==> config.mk <==
export PLATFORM = sky130hd
export DESIGN_NAME = mem_writeback_buffer_flat
export DESIGN_NICKNAME = d
export VERILOG_FILES = /design/src/rtl/mem_writeback_buffer_if.sv /design/src/rtl/mem_writeback_buffer.sv /design/src/flat_wrapper.sv
export SDC_FILE = /design/constraint.sdc
export NUM_CORES = 1
export LEC_CHECK = 0
export CAP_MARGIN = 30
export CORE_ASPECT_RATIO = 1.2
export CORE_MARGIN = 8
export CORE_UTILIZATION = 45
export DETAILED_ROUTE_END_ITERATION = 7
export GPL_ROUTABILITY_DRIVEN = 1
export PLACE_DENSITY_LB_ADDON = 0.05
export SLEW_MARGIN = 20
export SYNTH_ARGS = -nofsm -noshare
export SYNTH_HDL_FRONTEND = slang
export SYNTH_SLANG_ARGS = --single-unit
==> constraint.sdc <==
create_clock -name clk -period 2.3 [get_ports clk]
set_input_delay 0.46 -clock clk [delete_from_list [all_inputs] [get_ports clk]]
set_output_delay 0.46 -clock clk [all_outputs]
set_load 0.005 [all_outputs]
==> src/rtl/mem_writeback_buffer_if.sv <==
// Load-return / writeback-mux signal bundle for one mem_writeback_buffer instance.
// master = environment side (memory port + mux), slave = the buffer itself.
interface mem_writeback_buffer_if #(
  parameter int DATABITWIDTH    = 16,
  parameter int REGADDRBITWIDTH = 4,
  parameter int DEPTHADDRWIDTH  = 2
);
  logic                       LoadRespValid;
  logic                       LoadRespReady;
  logic [DATABITWIDTH-1:0]    LoadRespData;
  logic [REGADDRBITWIDTH-1:0] LoadRespAddr;
  logic                       MemWritebackACK;
  logic                       MemWritebackREQ;
  logic [DATABITWIDTH-1:0]    MemWritebackDataOut;
  logic [REGADDRBITWIDTH-1:0] MemWritebackAddrOut;
  logic [DEPTHADDRWIDTH:0]    Occupancy;

  modport master (
    output LoadRespValid, LoadRespData, LoadRespAddr, MemWritebackREQ,
    input  LoadRespReady, MemWritebackACK, MemWritebackDataOut, MemWritebackAddrOut, Occupancy
  );

  modport slave (
    input  LoadRespValid, LoadRespData, LoadRespAddr, MemWritebackREQ,
    output LoadRespReady, MemWritebackACK, MemWritebackDataOut, MemWritebackAddrOut, Occupancy
  );
endinterface

==> src/rtl/mem_writeback_buffer.sv <==
// Per-port FIFO of load results feeding the memory writeback mux.
// Latency 1 cycle push->ACK; 0 cycles when MEM_WB_BUFFER_BYPASS_EN is defined and empty.
// Backpressure: Ready drops when full (state-only); mux pops head on REQ while ACK is high.
module mem_writeback_buffer #(
  parameter int DATABITWIDTH    = 16,
  parameter int REGADDRBITWIDTH = 4,
  parameter int DEPTH           = 4,
  parameter int DEPTHADDRWIDTH  = 2
) (
  input logic clk,
  input logic clk_en,
  input logic sync_rst,
  mem_writeback_buffer_if.slave wbIf
);

  localparam logic [DEPTHADDRWIDTH:0] FULLCOUNT = (DEPTHADDRWIDTH+1)'(DEPTH);

  logic [DATABITWIDTH-1:0]    dataMem [DEPTH];
  logic [REGADDRBITWIDTH-1:0] addrMem [DEPTH];
  logic [DEPTHADDRWIDTH-1:0]  wrPtr;
  logic [DEPTHADDRWIDTH-1:0]  rdPtr;
  logic [DEPTHADDRWIDTH:0]    count;
  logic                       notEmpty;
  logic                       push;
  logic                       pop;

  assign notEmpty           = (count != '0);
  assign wbIf.LoadRespReady = (count != FULLCOUNT) & sync_rst;
  assign wbIf.Occupancy     = count;
  assign pop                = notEmpty & wbIf.MemWritebackREQ & clk_en;

`ifdef MEM_WB_BUFFER_BYPASS_EN
  logic bypass;
  // An empty buffer forwards the incoming result straight to the mux; a granted
  // forward never touches storage.
  assign bypass               = ~notEmpty & wbIf.LoadRespValid & sync_rst;
  assign wbIf.MemWritebackACK = notEmpty | bypass;
  assign wbIf.MemWritebackDataOut = notEmpty ? dataMem[rdPtr] :
                                    (bypass ? wbIf.LoadRespData : '0);
  assign wbIf.MemWritebackAddrOut = notEmpty ? addrMem[rdPtr] :
                                    (bypass ? wbIf.LoadRespAddr : '0);
  assign push = wbIf.LoadRespValid & wbIf.LoadRespReady & clk_en
              & ~(bypass & wbIf.MemWritebackREQ);
`else
  assign wbIf.MemWritebackACK     = notEmpty;
  assign wbIf.MemWritebackDataOut = notEmpty ? dataMem[rdPtr] : '0;
  assign wbIf.MemWritebackAddrOut = notEmpty ? addrMem[rdPtr] : '0;
  assign push = wbIf.LoadRespValid & wbIf.LoadRespReady & clk_en;
`endif

  always_ff @(posedge clk) begin
    if (clk_en) begin
      if (!sync_rst) begin
        wrPtr <= '0;
        rdPtr <= '0;
        count <= '0;
      end else begin
        if (push) wrPtr <= wrPtr + 1'b1;
        if (pop)  rdPtr <= rdPtr + 1'b1;
        case ({push, pop})
          2'b10:   count <= count + 1'b1;
          2'b01:   count <= count - 1'b1;
          default: count <= count;
        endcase
      end
    end
  end

  // Storage is deliberately left uncleared by reset; count gates what is visible.
  always_ff @(posedge clk) begin
    if (push) begin
      dataMem[wrPtr] <= wbIf.LoadRespData;
      addrMem[wrPtr] <= wbIf.LoadRespAddr;
    end
  end

endmodule

==> src/flat_wrapper.sv <==
// flat-port wrapper written by rule: the top's interface ports become plain ports
module mem_writeback_buffer_flat 
#(
  parameter int DATABITWIDTH    = 16,
  parameter int REGADDRBITWIDTH = 4,
  parameter int DEPTH           = 4,
  parameter int DEPTHADDRWIDTH  = 2
)
  (clk, clk_en, sync_rst, wbIf_LoadRespValid, wbIf_LoadRespData, wbIf_LoadRespAddr, wbIf_MemWritebackREQ, wbIf_LoadRespReady, wbIf_MemWritebackACK, wbIf_MemWritebackDataOut, wbIf_MemWritebackAddrOut, wbIf_Occupancy);
  mem_writeback_buffer_if #(.DATABITWIDTH(DATABITWIDTH), .REGADDRBITWIDTH(REGADDRBITWIDTH), .DEPTHADDRWIDTH(DEPTHADDRWIDTH)) wbIf_i ();
  input logic clk;
  input logic clk_en;
  input logic sync_rst;
  input wire logic [$bits(wbIf_i.LoadRespValid)-1:0] wbIf_LoadRespValid;
  input wire logic [$bits(wbIf_i.LoadRespData)-1:0] wbIf_LoadRespData;
  input wire logic [$bits(wbIf_i.LoadRespAddr)-1:0] wbIf_LoadRespAddr;
  input wire logic [$bits(wbIf_i.MemWritebackREQ)-1:0] wbIf_MemWritebackREQ;
  output wire logic [$bits(wbIf_i.LoadRespReady)-1:0] wbIf_LoadRespReady;
  output wire logic [$bits(wbIf_i.MemWritebackACK)-1:0] wbIf_MemWritebackACK;
  output wire logic [$bits(wbIf_i.MemWritebackDataOut)-1:0] wbIf_MemWritebackDataOut;
  output wire logic [$bits(wbIf_i.MemWritebackAddrOut)-1:0] wbIf_MemWritebackAddrOut;
  output wire logic [$bits(wbIf_i.Occupancy)-1:0] wbIf_Occupancy;
  assign wbIf_i.LoadRespValid = wbIf_LoadRespValid;
  assign wbIf_i.LoadRespData = wbIf_LoadRespData;
  assign wbIf_i.LoadRespAddr = wbIf_LoadRespAddr;
  assign wbIf_i.MemWritebackREQ = wbIf_MemWritebackREQ;
  assign wbIf_LoadRespReady = wbIf_i.LoadRespReady;
  assign wbIf_MemWritebackACK = wbIf_i.MemWritebackACK;
  assign wbIf_MemWritebackDataOut = wbIf_i.MemWritebackDataOut;
  assign wbIf_MemWritebackAddrOut = wbIf_i.MemWritebackAddrOut;
  assign wbIf_Occupancy = wbIf_i.Occupancy;
  mem_writeback_buffer #(.DATABITWIDTH(DATABITWIDTH), .REGADDRBITWIDTH(REGADDRBITWIDTH), .DEPTH(DEPTH), .DEPTHADDRWIDTH(DEPTHADDRWIDTH)) u_core (.clk(clk), .clk_en(clk_en), .sync_rst(sync_rst), .wbIf(wbIf_i));
endmodule
==> results.json, run 1 <==
{
  "outcome": "finished, violations left",
  "violations": "negative setup slack",
  "num_io_pins": 50,
  "critPathKind": "register to output port",
  "whs_ns": 0.575,
  "first_iter_violations": 107,
  "netlist_area_mm2": 0.00362,
  "report.final.slew_viol_count": 0,
  "clk_pin_slew_worst_paths_ns": 0.08,
  "final_core_util_pct": 60.0,
  "setup_viol": 1,
  "grt_pass1_vias": 2201,
  "synthCells": 184,
  "rr_startpoint": "u_core.wbIf.Occupancy[2]",
  "diodes": 0,
  "via_per_inst": 5.22,
  "die_w_um": 97.8,
  "holdPathStages": 1,
  "crit_required_ns": 1.84,
  "relSlewSlack_pct": 81.1,
  "cts.sink_count": 89,
  "total_leakage_power_nw": 1.69,
  "hold_buffers": 0,
  "hold_class": "register to register",
  "clockBufferDepth": 2,
  "dieArea_mm2": 0.0112,
  "cp_slowest_cell": "mux4_2",
  "port_buffers": 49,
  "clock_latency_ns": 0.35,
  "clock-root-buffer": "clkbuf_8",
  "track_usage_pct": 13.8,
  "post-route-period-util_pct": 100,
  "rsz0062_at_grt": "yes",
  "start_util_pct": 45.4,
  "coreArea_mm2": 0.00797,
  "seq_area_frac_synth_pct": 73.3,
  "yosys_warnings": 0,
  "htreeDepth": 3,
  "grt-ovfl-total": 0,
  "area_delta_synth_final_pct": 32.3,
  "hpwl_um": 4650,
  "layout_common_cells": "edfxtp_1 (87), clkdlybuf4s50_1 (27), mux4_2 (20), and2_1 (16), buf_4 (15)",
  "postRouteAntennaNets": 0,
  "gp_congestion": 0.778,
  "rows": 36,
  "powerDensity_mw_per_mm2": 743,
  "synth.net_count": 214,
  "r2r_setup_slack_ns": 0.13,
  "start_kind": "register",
  "r2r_end": "u_core.wbIf.Occupancy[2]",
  "fin_skew_ns": 0.0173,
  "yosys_register_bits": 89,
  "grt_pass1_wl_um": 11500,
  "worst_pin_slew_ns": 0.283,
  "cts_made_buffers": 9,
  "end_kind": "output port",
  "wl_per_cell_um": 19.4,
  "remaining_drc_errors": 0,
  "fin_tns_setup_ns": -0.00690,
  "fmax_mhz": 433,
  "r2r_cells": 9,
  "path_max_fanout": 5,
  "critPathArrivalTime_ns": 1.85,
  "fin_nets": 298,
  "cp_cell_sequence": "buf_12 -> buf_12 -> buf_6 -> mux4_2 -> and2_4 -> buf_6",
  "hold_violations": 0,
  "slowest_delay_ns": 0.49,
  "syn_area_per_cell_um2": 19.7,
  "ir_drop_mv": 0.305,
  "hp-start": "u_core.rdPtr[1]",
  "min_period_ns": 2.31,
  "dr.pass1.iters": 4,
  "max_cap_violations": 0,
  "cts_tree": "yes",
  "ys_types": 27,
  "worst_slack_ns": -0.00690,
  "die_height_um": 114,
  "final_common_cell": "edfxtp_1",
  "vias": 1914,
  "fin_total_pwr_mw": 3.56,
  "grt_max_degree": 21,
  "antenna_found_initial": 0,
  "drive_gt1_share_pct": 35.7,
  "finalWirelength_um": 7120
}
==> cell families after synthesis <==
family / count (synthesis) / share of synthesized area, %
AND/OR/NAND/NOR: 44 / 7.19
XOR/XNOR: 5 / 1.21
adder cells (fa/ha/maj): 5 / 1.73
buffers and inverters: 12 / 1.45
flip-flops: 89 / 73.3
multiplexers: 20 / 12.5
AO/OA/AOI/OAI: 9 / 2.63
==> synthesized netlist by cell type (all sizes together) <==
cell	instances	area, um^2
buf	2	15.0
dfxtp	2	40.0
a211o	1	8.76
a22o	1	8.76
a21oi	2	13.8
edfxtp	87	2610
or2	1	6.26
nor2b	3	18.8
nand2b	2	12.5
clkbuf	5	18.8
nor2	4	22.5
xor2	4	35.0
and2	27	169
ha	5	62.6
nand3	2	10.0
mux4	20	450
nand2	4	15.0
a21boi	1	7.51
xnor2	1	8.76
o311ai	2	42.6
o21ai	1	5.00
inv	5	18.8
o2111ai	1	8.76
or3	1	6.26
==> how the worst max path moves through the flow <==
stage,end,slack [ns],cells after the start
floorplan,u_core.wbIf.Occupancy[2],0.17,8
global placement,u_core.wbIf.Occupancy[2],-0.06,10
detailed placement,u_core.wbIf.Occupancy[2],-0.25,10
CTS,wbIf_MemWritebackDataOut[2],-0.09,7
global route,wbIf_MemWritebackAddrOut[2],-0.08,6
finish,wbIf_MemWritebackAddrOut[2],-0.007,6
==> critical path: cells and delay by family, from the launching register on <==
family / cells / cell delay, ns
mux: 1 / 0.49
buf+inv: 4 / 0.45
flops: 1 / 0.42
simple gates: 1 / 0.16
==> layout make-up <==
type	instances	area, um^2
timing repair buffer	80	840
clock inverter	6	90.1
inverter	5	18.8
fill	585	3190
clock buffer	9	124
sequential	89	2660
multi-input combinational	83	940
tap	95	119
==> sequential cells by signal, indices dropped and copies added, names as in the netlist, named ones only <==
| register | cells |
|---|---|
| u_core.dataMem | 64 |
| u_core.addrMem | 16 |
| u_core.wrPtr | 2 |
| u_core.wbIf.Occupancy | 3 |
| u_core.rdPtr | 2 |
==> power breakdown <==
group / switching (mW) / internal, mW
Combinational: 0.211 / 0.356
Sequential: 0.0210 / 1.82
Clock: 0.539 / 0.612
Total: 0.771 / 2.78
==> metal layers <==
layer	vias up	GRT usage [%]	routed length [um]
met5	-	0	0
met3	12	3.28	290
met1	970	14.8	2970
li1	886	-	-
met2	46	24.6	3710
met4	0	7.19	144
==> stage by stage <==
step           worst slack, ns  cells  instance area [um^2]
3_5_place_dp            -0.253    341                  4430
4_1_cts                -0.0873    367                  4770
3_3_place_gp           -0.0641    341                  4430
2_1_floorplan            0.171    184                  3620
5_1_grt                -0.0832    367                  4790
6_report              -0.00690    367                  4790
==> timing repair <==
action | CTS | global route
gates resized for setup | 67 | 20
pin swaps | 9 | 0
setup endpoints to repair | 21 | 16
buffers inserted | 10 | 1
cloned | 1 | 0
No activity file was read; power rests on OpenSTA's default activity.
==> run 2, diff against run 1 <==
PLACE_DENSITY_LB_ADDON = 0.2   (was 0.05)
SKIP_LAST_GASP = 1   (was unset)
==> results.json, run 2 (same netlist as run 1, synthesis figures left out) <==
{
  "report.final.slew_viol_count": 0,
  "rsz0062_at_grt": "yes",
  "start_kind": "register",
  "rr_startpoint": "u_core.wbIf.Occupancy[2]",
  "r2r_setup_slack_ns": 0.19,
  "first_iter_violations": 79,
  "end_kind": "output port",
  "path_max_fanout": 4,
  "r2r_end": "u_core.wbIf.Occupancy[2]",
  "cts.sink_count": 89,
  "placedCellCount": 339,
  "worst_pin_slew_ns": 0.327,
  "instances_no_fill": 369,
  "clk_pin_slew_worst_paths_ns": 0.08,
  "area_delta_synth_final_pct": 30.1,
  "setup_viol": 5,
  "cts_made_buffers": 9,
  "crit_required_ns": 1.84,
  "violations": "negative setup slack",
  "r2r_cells": 9,
  "die_height_um": 114,
  "cts_tree": "yes",
  "dieArea_mm2": 0.0112,
  "antenna_found_initial": 0,
  "finalWirelength_um": 6300,
  "grt_pass1_vias": 2079,
  "postRouteAntennaNets": 0,
  "outcome": "finished, violations left",
  "post-route-period-util_pct": 102,
  "worst_slack_ns": -0.0504,
  "rows": 36,
  "holdPathStages": 1,
  "diodes": 0,
  "remaining_drc_errors": 0,
  "vias": 1877,
  "hpwl_um": 4120,
  "coreArea_mm2": 0.00797,
  "largest_register_ffs": 64,
  "hp-start": "u_core.rdPtr[1]",
  "grt_max_degree": 22,
  "gp_congestion": 0.759,
  "wl_per_cell_um": 17.1,
  "relSlewSlack_pct": 78.2,
  "final_core_util_pct": 59.0,
  "port_buffers": 49,
  "dr.pass1.iters": 4,
  "num_io_pins": 50,
  "layout_common_cells": "edfxtp_1 (87), clkdlybuf4s50_1 (29), mux4_2 (20), and2_1 (20), buf_4 (18)",
  "powerDensity_mw_per_mm2": 706,
  "htreeDepth": 3,
  "clock_latency_ns": 0.34,
  "start_util_pct": 45.4,
  "min_period_ns": 2.35,
  "hold_class": "register to register",
  "total_leakage_power_nw": 1.65,
  "track_usage_pct": 12.1,
  "clock-root-buffer": "clkbuf_8",
  "die_w_um": 97.8,
  "critPathArrivalTime_ns": 1.89,
  "fin_nets": 299,
  "drive_gt1_share_pct": 35.4,
  "final_common_cell": "edfxtp_1",
  "max_cap_violations": 0,
  "critPathKind": "register to output port",
  "via_per_inst": 5.09,
  "largest_register": "u_core.dataMem",
  "ir_drop_mv": 0.377,
  "fin_total_pwr_mw": 3.32,
  "grt_pass1_wl_um": 10300,
  "clockBufferDepth": 2,
  "hold_violations": 0,
  "fmax_mhz": 425,
  "grt-ovfl-total": 0,
  "fin_skew_ns": 0.00914
}
## run 2: cell types whose count changed in the layout (fill, tap and decap cells not counted), moves of 2 or more
cell / change
buf_6: -5
clkbuf_2: +6
and2_1: +4
and2_4: -4
clkinv_4: +2
buf_4: +3
bufinv_16: -2
clkdlybuf4s15_1: -6
clkdlybuf4s50_1: +2
dlygate4sd2_1: +3
## run 2: per-stage QoR
stage	setup TNS [ns]	area, um^2	worst slack (ns)	hold slack [ns]
after floorplan	0	3620	0.171	0.538
after global placement	-0.0782	4420	-0.0782	0.563
after detailed placement	-0.173	4420	-0.173	0.563
after CTS	-1.06	4690	-0.139	0.584
after global routing	-0.718	4710	-0.128	0.621
final	-0.174	4710	-0.0504	0.582
## run 2: layout make-up
class | count | area, um^2
Clock inverter | 6 | 50.0
Inverter | 5 | 18.8
Sequential cell | 89 | 2660
Timing Repair Buffer | 81 | 800
Fill cell | 589 | 3270
Multi-Input combinational cell | 83 | 935
Clock buffer | 10 | 128
Tap cell | 95 | 119
## run 2: worst max-delay path by stage
stage               cells after the start                      endpoint                startpoint
finish                                  5  wbIf_MemWritebackDataOut[15]                  register
global route                            5   wbIf_MemWritebackDataOut[9]                  register
CTS                                     5   wbIf_MemWritebackDataOut[9]                  register
detailed placement                     10      u_core.wbIf.Occupancy[2]                    clk_en
global placement                       10      u_core.wbIf.Occupancy[2]                    clk_en
floorplan                               8      u_core.wbIf.Occupancy[2]  u_core.wbIf.Occupancy[2]
## run 2: critical path, stage by stage (launching register included)
cell	delay (ns)
dfxtp_4	0.42
buf_12	0.12
buf_4	0.10
mux4_2	0.49
and2_1	0.17
dlygate4sd2_1	0.26
## run 2: layer usage
metal	up-vias	GRT usage (%)	share of wire (%)
met5	-	0	0
met4	0	5.31	1.8
met3	10	3.65	5.0
met2	40	21.8	52
met1	935	12.9	41
li1	892	-	-
## run 2: what timing repair did
action | CTS | global route
hold buffers | 0 | 0
pin swaps | 3 | 1
resized for setup | 42 | 32
setup buffers | 9 | 6
gates cloned | 1 | 0
endpoints found under the setup margin | 21 | 18
## run 2: power by group
group	internal (mW)	total [mW]	switching [mW]
clock	0.404	0.947	0.543
sequential	1.82	1.84	0.0208
combinational	0.337	0.539	0.201
total	2.56	3.32	0.765
==> run 3, diff against run 2 <==
ABC_CLOCK_PERIOD_IN_PS = 2300   (was unset)
==> results of run 3 <==
Final layout, timing and power as in run 2 (identical DEF).
